File: config.mk
export PLATFORM = sky130hd
export DESIGN_NAME = score_overlay
export DESIGN_NICKNAME = d
export VERILOG_FILES = /design/src/rtl/pong_pkg.sv /design/src/rtl/score_counter.sv /design/src/rtl/score_overlay.sv
export SDC_FILE = /design/constraint.sdc
export NUM_CORES = 1
export LEC_CHECK = 0
export ABC_AREA = 1
export BUFFER_PORTS_ARGS = -buffer_cell sky130_fd_sc_hd__buf_2
export CAP_MARGIN = 25
export CORE_MARGIN = 4
export CORE_UTILIZATION = 47
export DETAILED_ROUTE_END_ITERATION = 12
export PLACE_DENSITY = 0.79
export SLEW_MARGIN = 0
export SYNTH_ARGS = -nofsm -noshare
export SYNTH_HDL_FRONTEND = slang
export SYNTH_SLANG_ARGS = --single-unit
File: constraint.sdc
create_clock -name P_CLK -period 1.6 [get_ports P_CLK]
set_clock_uncertainty 0.2 [all_clocks]
set_input_delay 0.16 -clock P_CLK [delete_from_list [all_inputs] [get_ports P_CLK]]
set_output_delay 0.16 -clock P_CLK [all_outputs]
set_load 0.005 [all_outputs]
File: src/rtl/pong_pkg.sv
// ============================================================================
// Module : pong_pkg
// Brief  : Shared geometry and width constants for the pong display path.
// Rev    : 1.0  initial release
// ============================================================================
`default_nettype none

package pong_pkg;
    localparam int GLYPH_W    = 8;
    localparam int GLYPH_H    = 16;
    localparam int SCALE      = 2;
    localparam int ROM_ADDR_W = 8;
    localparam int PIX_W      = 10;
    localparam int SCORE_W    = 4;
    localparam int REGION_W   = GLYPH_W * SCALE;
    localparam int REGION_H   = GLYPH_H * SCALE;
endpackage

`default_nettype wire

File: src/rtl/score_counter.sv
// ============================================================================
// Module : score_counter
// Brief  : Saturating per-player score register with clear and hold.
// Rev    : 1.0  initial release
// ============================================================================
`default_nettype none

module score_counter
    import pong_pkg::*;
#(
    parameter int WIN_SCORE = 9
) (
    input  logic               P_CLK,
    input  logic               P_RST,
    input  logic               point,
    input  logic               clear,
    input  logic               hold,
    output logic [SCORE_W-1:0] score,
    output logic               at_win
);

    localparam logic [SCORE_W-1:0] c_win = SCORE_W'(WIN_SCORE);

    logic [SCORE_W-1:0] r_score;

    always_ff @(posedge P_CLK or posedge P_RST) begin
        if (P_RST) begin
            r_score <= '0;
        end else if (clear) begin
            r_score <= '0;
        end else if (point && !hold && (r_score < c_win)) begin
            r_score <= r_score + 1'b1;
        end
    end

    assign score  = r_score;
    assign at_win = (r_score == c_win);

endmodule

`default_nettype wire

File: src/rtl/score_overlay.sv
// ============================================================================
// Module : score_overlay
// Brief  : Score keeping, match-end detection and 2-stage glyph rendering.
// Rev    : 1.0  initial release
// ============================================================================
`default_nettype none

module score_overlay
    import pong_pkg::*;
#(
    parameter int LEFT_X    = 256,
    parameter int RIGHT_X   = 368,
    parameter int TOP_Y     = 32,
    parameter int WIN_SCORE = 9
) (
    input  logic                  P_CLK,
    input  logic                  P_RST,
    input  logic [PIX_W-1:0]      pix_x,
    input  logic [PIX_W-1:0]      pix_y,
    input  logic                  video_on,
    input  logic                  frame_tick,
    input  logic                  point_l,
    input  logic                  point_r,
    input  logic                  new_game,
    input  logic [7:0]            rom_data,
    output logic [ROM_ADDR_W-1:0] rom_addr,
    output logic [SCORE_W-1:0]    score_l,
    output logic [SCORE_W-1:0]    score_r,
    output logic                  game_over,
    output logic                  score_on
);

    localparam logic [PIX_W-1:0] c_left_x   = PIX_W'(LEFT_X);
    localparam logic [PIX_W-1:0] c_right_x  = PIX_W'(RIGHT_X);
    localparam logic [PIX_W-1:0] c_top_y    = PIX_W'(TOP_Y);
    localparam logic [PIX_W-1:0] c_region_w = PIX_W'(REGION_W);
    localparam logic [PIX_W-1:0] c_region_h = PIX_W'(REGION_H);

    logic                 w_at_win_l;
    logic                 w_at_win_r;
    logic                 r_game_over;
    logic [SCORE_W-1:0]   r_disp_l;
    logic [SCORE_W-1:0]   r_disp_r;
    logic [PIX_W-1:0]     w_dx_l;
    logic [PIX_W-1:0]     w_dx_r;
    logic [PIX_W-1:0]     w_dy;
    logic                 w_in_y;
    logic                 w_reg_l;
    logic                 w_reg_r;
    logic [2:0]           w_col;
    logic [SCORE_W-1:0]   w_sel_digit;
    logic                 r_hit;
    logic [2:0]           r_bit_sel;
    logic                 r_score_on;

    score_counter #(.WIN_SCORE(WIN_SCORE)) u_cnt_l (
        .P_CLK  (P_CLK),
        .P_RST  (P_RST),
        .point  (point_l),
        .clear  (new_game),
        .hold   (r_game_over),
        .score  (score_l),
        .at_win (w_at_win_l)
    );

    score_counter #(.WIN_SCORE(WIN_SCORE)) u_cnt_r (
        .P_CLK  (P_CLK),
        .P_RST  (P_RST),
        .point  (point_r),
        .clear  (new_game),
        .hold   (r_game_over),
        .score  (score_r),
        .at_win (w_at_win_r)
    );

    always_ff @(posedge P_CLK or posedge P_RST) begin
        if (P_RST) begin
            r_game_over <= 1'b0;
        end else if (new_game) begin
            r_game_over <= 1'b0;
        end else if (w_at_win_l || w_at_win_r) begin
            r_game_over <= 1'b1;
        end
    end

    // Shadows change only at frame start so a glyph never tears mid-frame.
    always_ff @(posedge P_CLK or posedge P_RST) begin
        if (P_RST) begin
            r_disp_l <= '0;
            r_disp_r <= '0;
        end else if (frame_tick) begin
            r_disp_l <= score_l;
            r_disp_r <= score_r;
        end
    end

    // Explicit >= keeps pixels left of / above a region from wrapping into it.
    assign w_dx_l  = pix_x - c_left_x;
    assign w_dx_r  = pix_x - c_right_x;
    assign w_dy    = pix_y - c_top_y;
    assign w_in_y  = (pix_y >= c_top_y) && (w_dy < c_region_h);
    assign w_reg_l = w_in_y && (pix_x >= c_left_x) && (w_dx_l < c_region_w);
    assign w_reg_r = w_in_y && (pix_x >= c_right_x) && (w_dx_r < c_region_w) && !w_reg_l;

    always_comb begin
        w_sel_digit = '0;
        w_col       = w_dx_r[3:1];
        if (w_reg_l) begin
            w_sel_digit = r_disp_l;
            w_col       = w_dx_l[3:1];
        end else if (w_reg_r) begin
            w_sel_digit = r_disp_r;
        end
    end

    assign rom_addr = {w_sel_digit, w_dy[4:1]};

    always_ff @(posedge P_CLK or posedge P_RST) begin
        if (P_RST) begin
            r_hit      <= 1'b0;
            r_bit_sel  <= '0;
            r_score_on <= 1'b0;
        end else begin
            r_hit      <= (w_reg_l || w_reg_r) && video_on;
            r_bit_sel  <= 3'd7 - w_col;
            r_score_on <= r_hit && rom_data[r_bit_sel];
        end
    end

    assign game_over = r_game_over;
    assign score_on  = r_score_on;

endmodule

`default_nettype wire

* After elaboration in Yosys (flattened, before gate mapping)
Index checks and enable logic that the tools add are counted.
** Word-level totals
- Register bits :: 22
- Bits of input ports :: 35
- Output and inout port bits :: 18
- Word-level logic and storage cells :: 55
** Cells by class
- $add $sub $neg :: 6
- Order comparisons :: 9
- Equal/unequal tests :: 2
- Muxes and demuxes :: 11
- Reductions and logical operators :: 19
** Operators by type and width (number)
- 4-bit two-way mux :: 6
- 10-bit by 9-bit >= comparator with 1-bit output (second input constant) :: 2
- 10-bit by 5-bit less-than comparator with 1-bit output (second input constant) :: 2
- 10-bit by 9-bit subtractor with 10-bit output (second input constant) :: 2
- 1-bit logical AND :: 12
- 10-bit by 6-bit >= comparator with 1-bit output (second input constant) :: 1
- 10-bit by 6-bit less-than comparator with 1-bit output (second input constant) :: 1
- 10-bit by 6-bit subtractor with 10-bit output (second input constant) :: 1
- 4-bit by 1-bit adder with 4-bit output (second input constant) :: 2
- 4-bit == test (second input constant) :: 2
- 4-bit less-than comparator (second input constant) :: 2
- 2-bit nonzero test :: 3
- 3-bit by 4-bit less-than comparator with 1-bit output (second input constant) :: 1
- 1-bit binary-select mux with 3-bit select :: 1
- 1-bit two-way mux :: 3
- 3-bit two-way mux :: 1
- 3-bit subtractor (first input constant) :: 1
- 1-bit zero test :: 2
- 1-bit logical OR :: 2

* Logic depth before layout (Yosys ltp)
- Word-level depth :: 9
- Mapped depth :: 8
- Gate-level depth less buffers :: 8

* Cells and area by module
A second synthesis with hierarchy kept.
** Second synthesis, totals
- Cells, all modules :: 163
- Area total of the unflattened synthesis :: 1335.0 sq um
** Modules (own cells, without submodules)
- score_overlay :: instances 1, cells an instance 91, area each 764.5 sq um
- score_counter :: instances 2, cells an instance 36, area each 285.3 sq um

* Worst setup path after synthesis
Ideal clock, no wire load.
- Path type :: register to register
- Start :: register u_cnt_r.r_score[0], in the netlist u_cnt_r.score[0]
- End :: register u_cnt_r.r_score[0], in the netlist u_cnt_r.score[0]
- Setup time :: 0.120 ns
- Arrival :: 1.052 ns
- Required time :: 1.280 ns
- Setup slack :: 0.229 ns
- Cell stages (with the launch flop) :: 8
- Buffers on the path :: 0
- Period minus slack after synthesis :: 1.371 ns
- Cells stage by stage :: dfrtp_1 inv_1 ha_1 nand2_1 nand2_2 nand2_1 o21ai_0 nor2_1
** On the way
- Longest elaborated chain between the ends :: 3
- Elaborated cells on any way between the ends :: 6
- Those cells by class :: add/sub: 1; order compare: 1; mux: 2; reduce/logical: 2
** RTL lines
- start: declaration :: line score_counter.sv:24 : logic [SCORE_W-1:0] r_score;
- start signal: assignment :: line score_counter.sv:32 : r_score <= r_score + 1'b1;
- 4-bit by 1-bit adder with 4-bit output or 4-bit less-than comparator (tied branches) :: line score_counter.sv:32, score_counter.sv:31
- 4-bit two-way mux or 1-bit logical AND (tied branches) :: line score_counter.sv:31 : end else if (point && !hold && (r_score < c_win)) begin
- 4-bit two-way mux or 2-bit nonzero test (tied branches)
Parallel ways exist; a longest one is shown, timed or not. The select of a mux whose other input is x is not followed.
A chain may end at the register's enable or synchronous reset.

* Final worst setup path
- Start :: input pix_y[5]
- End :: output rom_addr[6]
** On the way
- Longest elaborated chain between the ends :: 9
- Elaborated cells on any way between the ends :: 12
- Those cells by class :: add/sub: 1; order compare: 2; mux: 2; reduce/logical: 7
** RTL lines
- start: declaration :: line score_overlay.sv:19 : input logic [PIX_W-1:0] pix_y,
- 10-bit by 6-bit subtractor with 10-bit output :: line score_overlay.sv:100 : assign w_dy = pix_y - c_top_y;
- 10-bit by 6-bit less-than comparator with 1-bit output :: line score_overlay.sv:101 : assign w_in_y = (pix_y >= c_top_y) && (w_dy < c_region_h);
- 1-bit logical AND (*) :: line score_overlay.sv:101
- 1-bit logical AND (2 in a row) :: line score_overlay.sv:102 : assign w_reg_l = w_in_y && (pix_x >= c_left_x) && (w_dx_l < c_region_w);
- 1-bit zero test :: line score_overlay.sv:103 : assign w_reg_r = w_in_y && (pix_x >= c_right_x) && (w_dx_r < c_region_w) && !w_reg_l;
- 1-bit logical AND :: line score_overlay.sv:103
- 4-bit two-way mux :: line score_overlay.sv:111 : end else if (w_reg_r) begin
- 4-bit two-way mux (*) :: line score_overlay.sv:108 : if (w_reg_l) begin
- end: declaration :: line score_overlay.sv:26 : output logic [ROM_ADDR_W-1:0] rom_addr,
Mark *: on every way between the ends. The rest lies on a longest branch, timed or not.

==> run_results.csv <==
group,metric,value,unit
detailed_routing,vias,1192,
worst_setup_path,slowest_delay,0.28,ns
die,dieArea,3550,um^2
detailed_routing,wl_per_cell,10.4,um
detailed_routing,antenna_left,0,
die,die_x,59.6,um
worst_setup_path,critPathMostFrequentCell,"buf_2",
sta,whs,0.0252,ns
worst_setup_path,cp-start-kind,"input pin",
sta,rsz0062_at_grt,"false",
die,rows,18,
final_layout,nFillCells,218,
worst_setup_path,crit_chain,"buf_2 -> inv_1 -> ha_1 -> nand3_2 -> nor2_2 -> nand3_1 -> nand2_1 -> buf_2",
clocking,htreeDepth,1,
sta,finalCritPeriodShare,93.0,%
worst_setup_path,worstPathMaxFanout,4,
sta,drv_slew,0,
worst_setup_path,worst_ep_arrival_time,1.13,ns
sta,slew_headroom,81.3,%
clocking,cts_root_buffer,"clkbuf_4",
power,p_per_area,745,nW/um^2
sta,finalSetupViolations,0,
final_layout,drive_above_1_share,29.5,%
clocking,cts_buffers,3,
detailed_routing,drc,0,
detailed_routing,drt_wl_total,2580,um
synthesis,yosys_register_bits,22,
final_layout,syn_to_final_growth,30.3,%
synthesis,synth_most_common_cell,"nand2_1",
final_layout,fin_area,1630,um^2
die,io_pins,53,
sta,min_period,1.49,ns
worst_setup_path,crit_required,1.24,ns
final_layout,antennaDiodeCount,0,
synthesis,yosysSeqAreaShare,44.0,%
worst_setup_path,worstSetupPathType,"in2out",
synthesis,syn_avg_cell_area,7.64,um^2
clocking,clk_latency,0.29,ns
synthesis,synth-edff-count,0,
global_routing,antenna_found_initial,0,
synthesis,yosysTopAreaCell,"dfrtp_1",
synthesis,netlist_area,1250,um^2
clocking,clkTransAtPathRegs,0.11,ns
synthesis,synth.area.top_cells,"dfrtp_1 (44%), nand3_1 (8.4%), nand2_1 (8.1%)",
placement,placed_cell_area,1510,um^2
sta,finalSetupTns,0,ns
synthesis,ys_warn_count,0,
placement,gp_congestion,0.841,
die,coreArea,2500,um^2
global_routing,grt_pass1_vias,1061,
flow_run,max_cap_violations,0,
clocking,clk_path_buf_depth,2,
synthesis,syn_nets,206,
power,total_power,1.22,mW
sta,final.setup.worst_slack,0.112,ns
worst_hold_path,min_path_type,"in2reg",
sta,hold_violations,0,
detailed_routing,vias_per_cell,4.83,
power,ir_drop,757,uV
die,die_h,59.6,um
sta,tightest_slew,0.281,ns
status,status,"completed",
synthesis,synthDistinctLibCells,20,
synthesis,ys.flop_type,"dfrtp_1",
global_routing,grt_max_degree,23,
placement,io_buffer_count,42,
detailed_routing,drtPass1Iterations,5,
die,start_util,50.1,%
placement,hpwl,2000,um
global_routing,grt_pass1_wl,4280,um
global_routing,grt_overflow_total,0,
global_routing,grt.total_usage,15.6,%
synthesis,synth_top_area_share,44.0,%
synthesis,async_reset_ff_share,100,%
worst_setup_path,slowest_stage,"ha_1",
synthesis,ys_top_cells_by_count,"nand2_1 (27), inv_1 (25), nor2_1 (23)",
worst_setup_path,crit_path_end_kind,"output pin",
clocking,cts_tree,"built",
clocking,cts.sinks,22,
final_layout,nets,260,
detailed_routing,drtIter0Drc,68,
sta,fmax,0.672,GHz
synthesis,synthCells,164,
placement,dp_slack,0.0990,ns
power,leakage,0.944,nW
cells in the final DEF (no fill, tap or decap), drive strengths merged:
cell type     n
o21ai         4
nand3b        1
xor2          2
nand2        29
nand4         2
nor2         28
nand3        21
clkbuf        3
or2           1
inv          28
ha            7
bufinv        1
dfrtp        22
dlygate4sd3   6
a21oi        14
buf          48
routing by layer:
layer | wire [um] | up-vias | track usage, % | part of all wire, %
met2 | 1230 | 51 | 27.1 | 48
met1 | 1090 | 523 | 19.4 | 42
li1 | - | 616 | - | -
met3 | 252 | 2 | 3.92 | 9.8
met5 | 0 | - | 0 | 0
met4 | 11 | 0 | 3.16 | 0.43
state kept, by name (all words and copies together) (netlist names):
signal and cells:
game_over 1, r_bit_sel 3, r_disp_l 4, r_disp_r 4, r_hit 1, score_on 1, u_cnt_l.score 4, u_cnt_r.score 4
power breakdown:
part           switching [mW]  leakage (nW)  total, mW  internal [mW]
combinational           0.106         0.632      0.201         0.0948
clock                   0.155        0.0279      0.408          0.253
sequential             0.0205         0.284      0.607          0.587
final cells by class:
type,count,area [um^2],share of cell area (%)
multi-input cells,109,571,35.0
flip-flops and latches,22,551,33.7
repair buffers,54,315,19.3
clock buffers,3,22.5,1.38
inverters,28,105,6.44
well taps,30,37.5,2.30
clock inverters,1,30.0,1.84
critical path: cells and delay by family:
kind,cells,cell delay [ns]
adder cells (fa/ha/maj),1,0.28
buffers and inverters,3,0.23
AND/OR/NAND/NOR,4,0.46
what timing repair did:
| action | 4_1_cts | 5_1_grt |
|---|---|---|
| resized for setup | 0 | 2 |
| hold buffers | 6 | 0 |
| setup endpoints to repair | 0 | 1 |
| setup buffers | 0 | 0 |
| hold endpoints to repair | 30 | 0 |
cell families after synthesis:
| family | after synthesis | synth area share, % |
|---|---|---|
| AND/OR/NAND/NOR | 81 | 28.9 |
| buffers and inverters | 34 | 11.6 |
| flip-flops | 22 | 44.0 |
| AO/OA/AOI/OAI | 18 | 7.19 |
| adder cells (fa/ha/maj) | 7 | 6.99 |
| XOR/XNOR | 2 | 1.40 |
per-stage QoR:
| step | std cells | util, % |
|---|---|---|
| after floorplan | 164 | - |
| after global placement | 236 | 60.2 |
| after detailed placement | 236 | 60.2 |
| after CTS | 246 | 64.7 |
| after global routing | 247 | 65.3 |
| final | 247 | 65.3 |
final timing paths:
check | startpoint | end | slack [ns] | cells after the start
min in group asynchronous | P_RST | u_cnt_r.score[0] | 0.22 | 4
min reg2reg | r_hit | score_on | 0.30 | 2
max reg2reg | u_cnt_l.score[0] | u_cnt_l.score[0] | 0.17 | 7
max in group asynchronous | P_RST | u_cnt_r.score[2] | 0.76 | 4
min | point_r | u_cnt_r.score[2] | 0.03 | 5
max | pix_y[5] | rom_addr[6] | 0.11 | 8
Note: power is estimated with default switching activity, not from simulation.
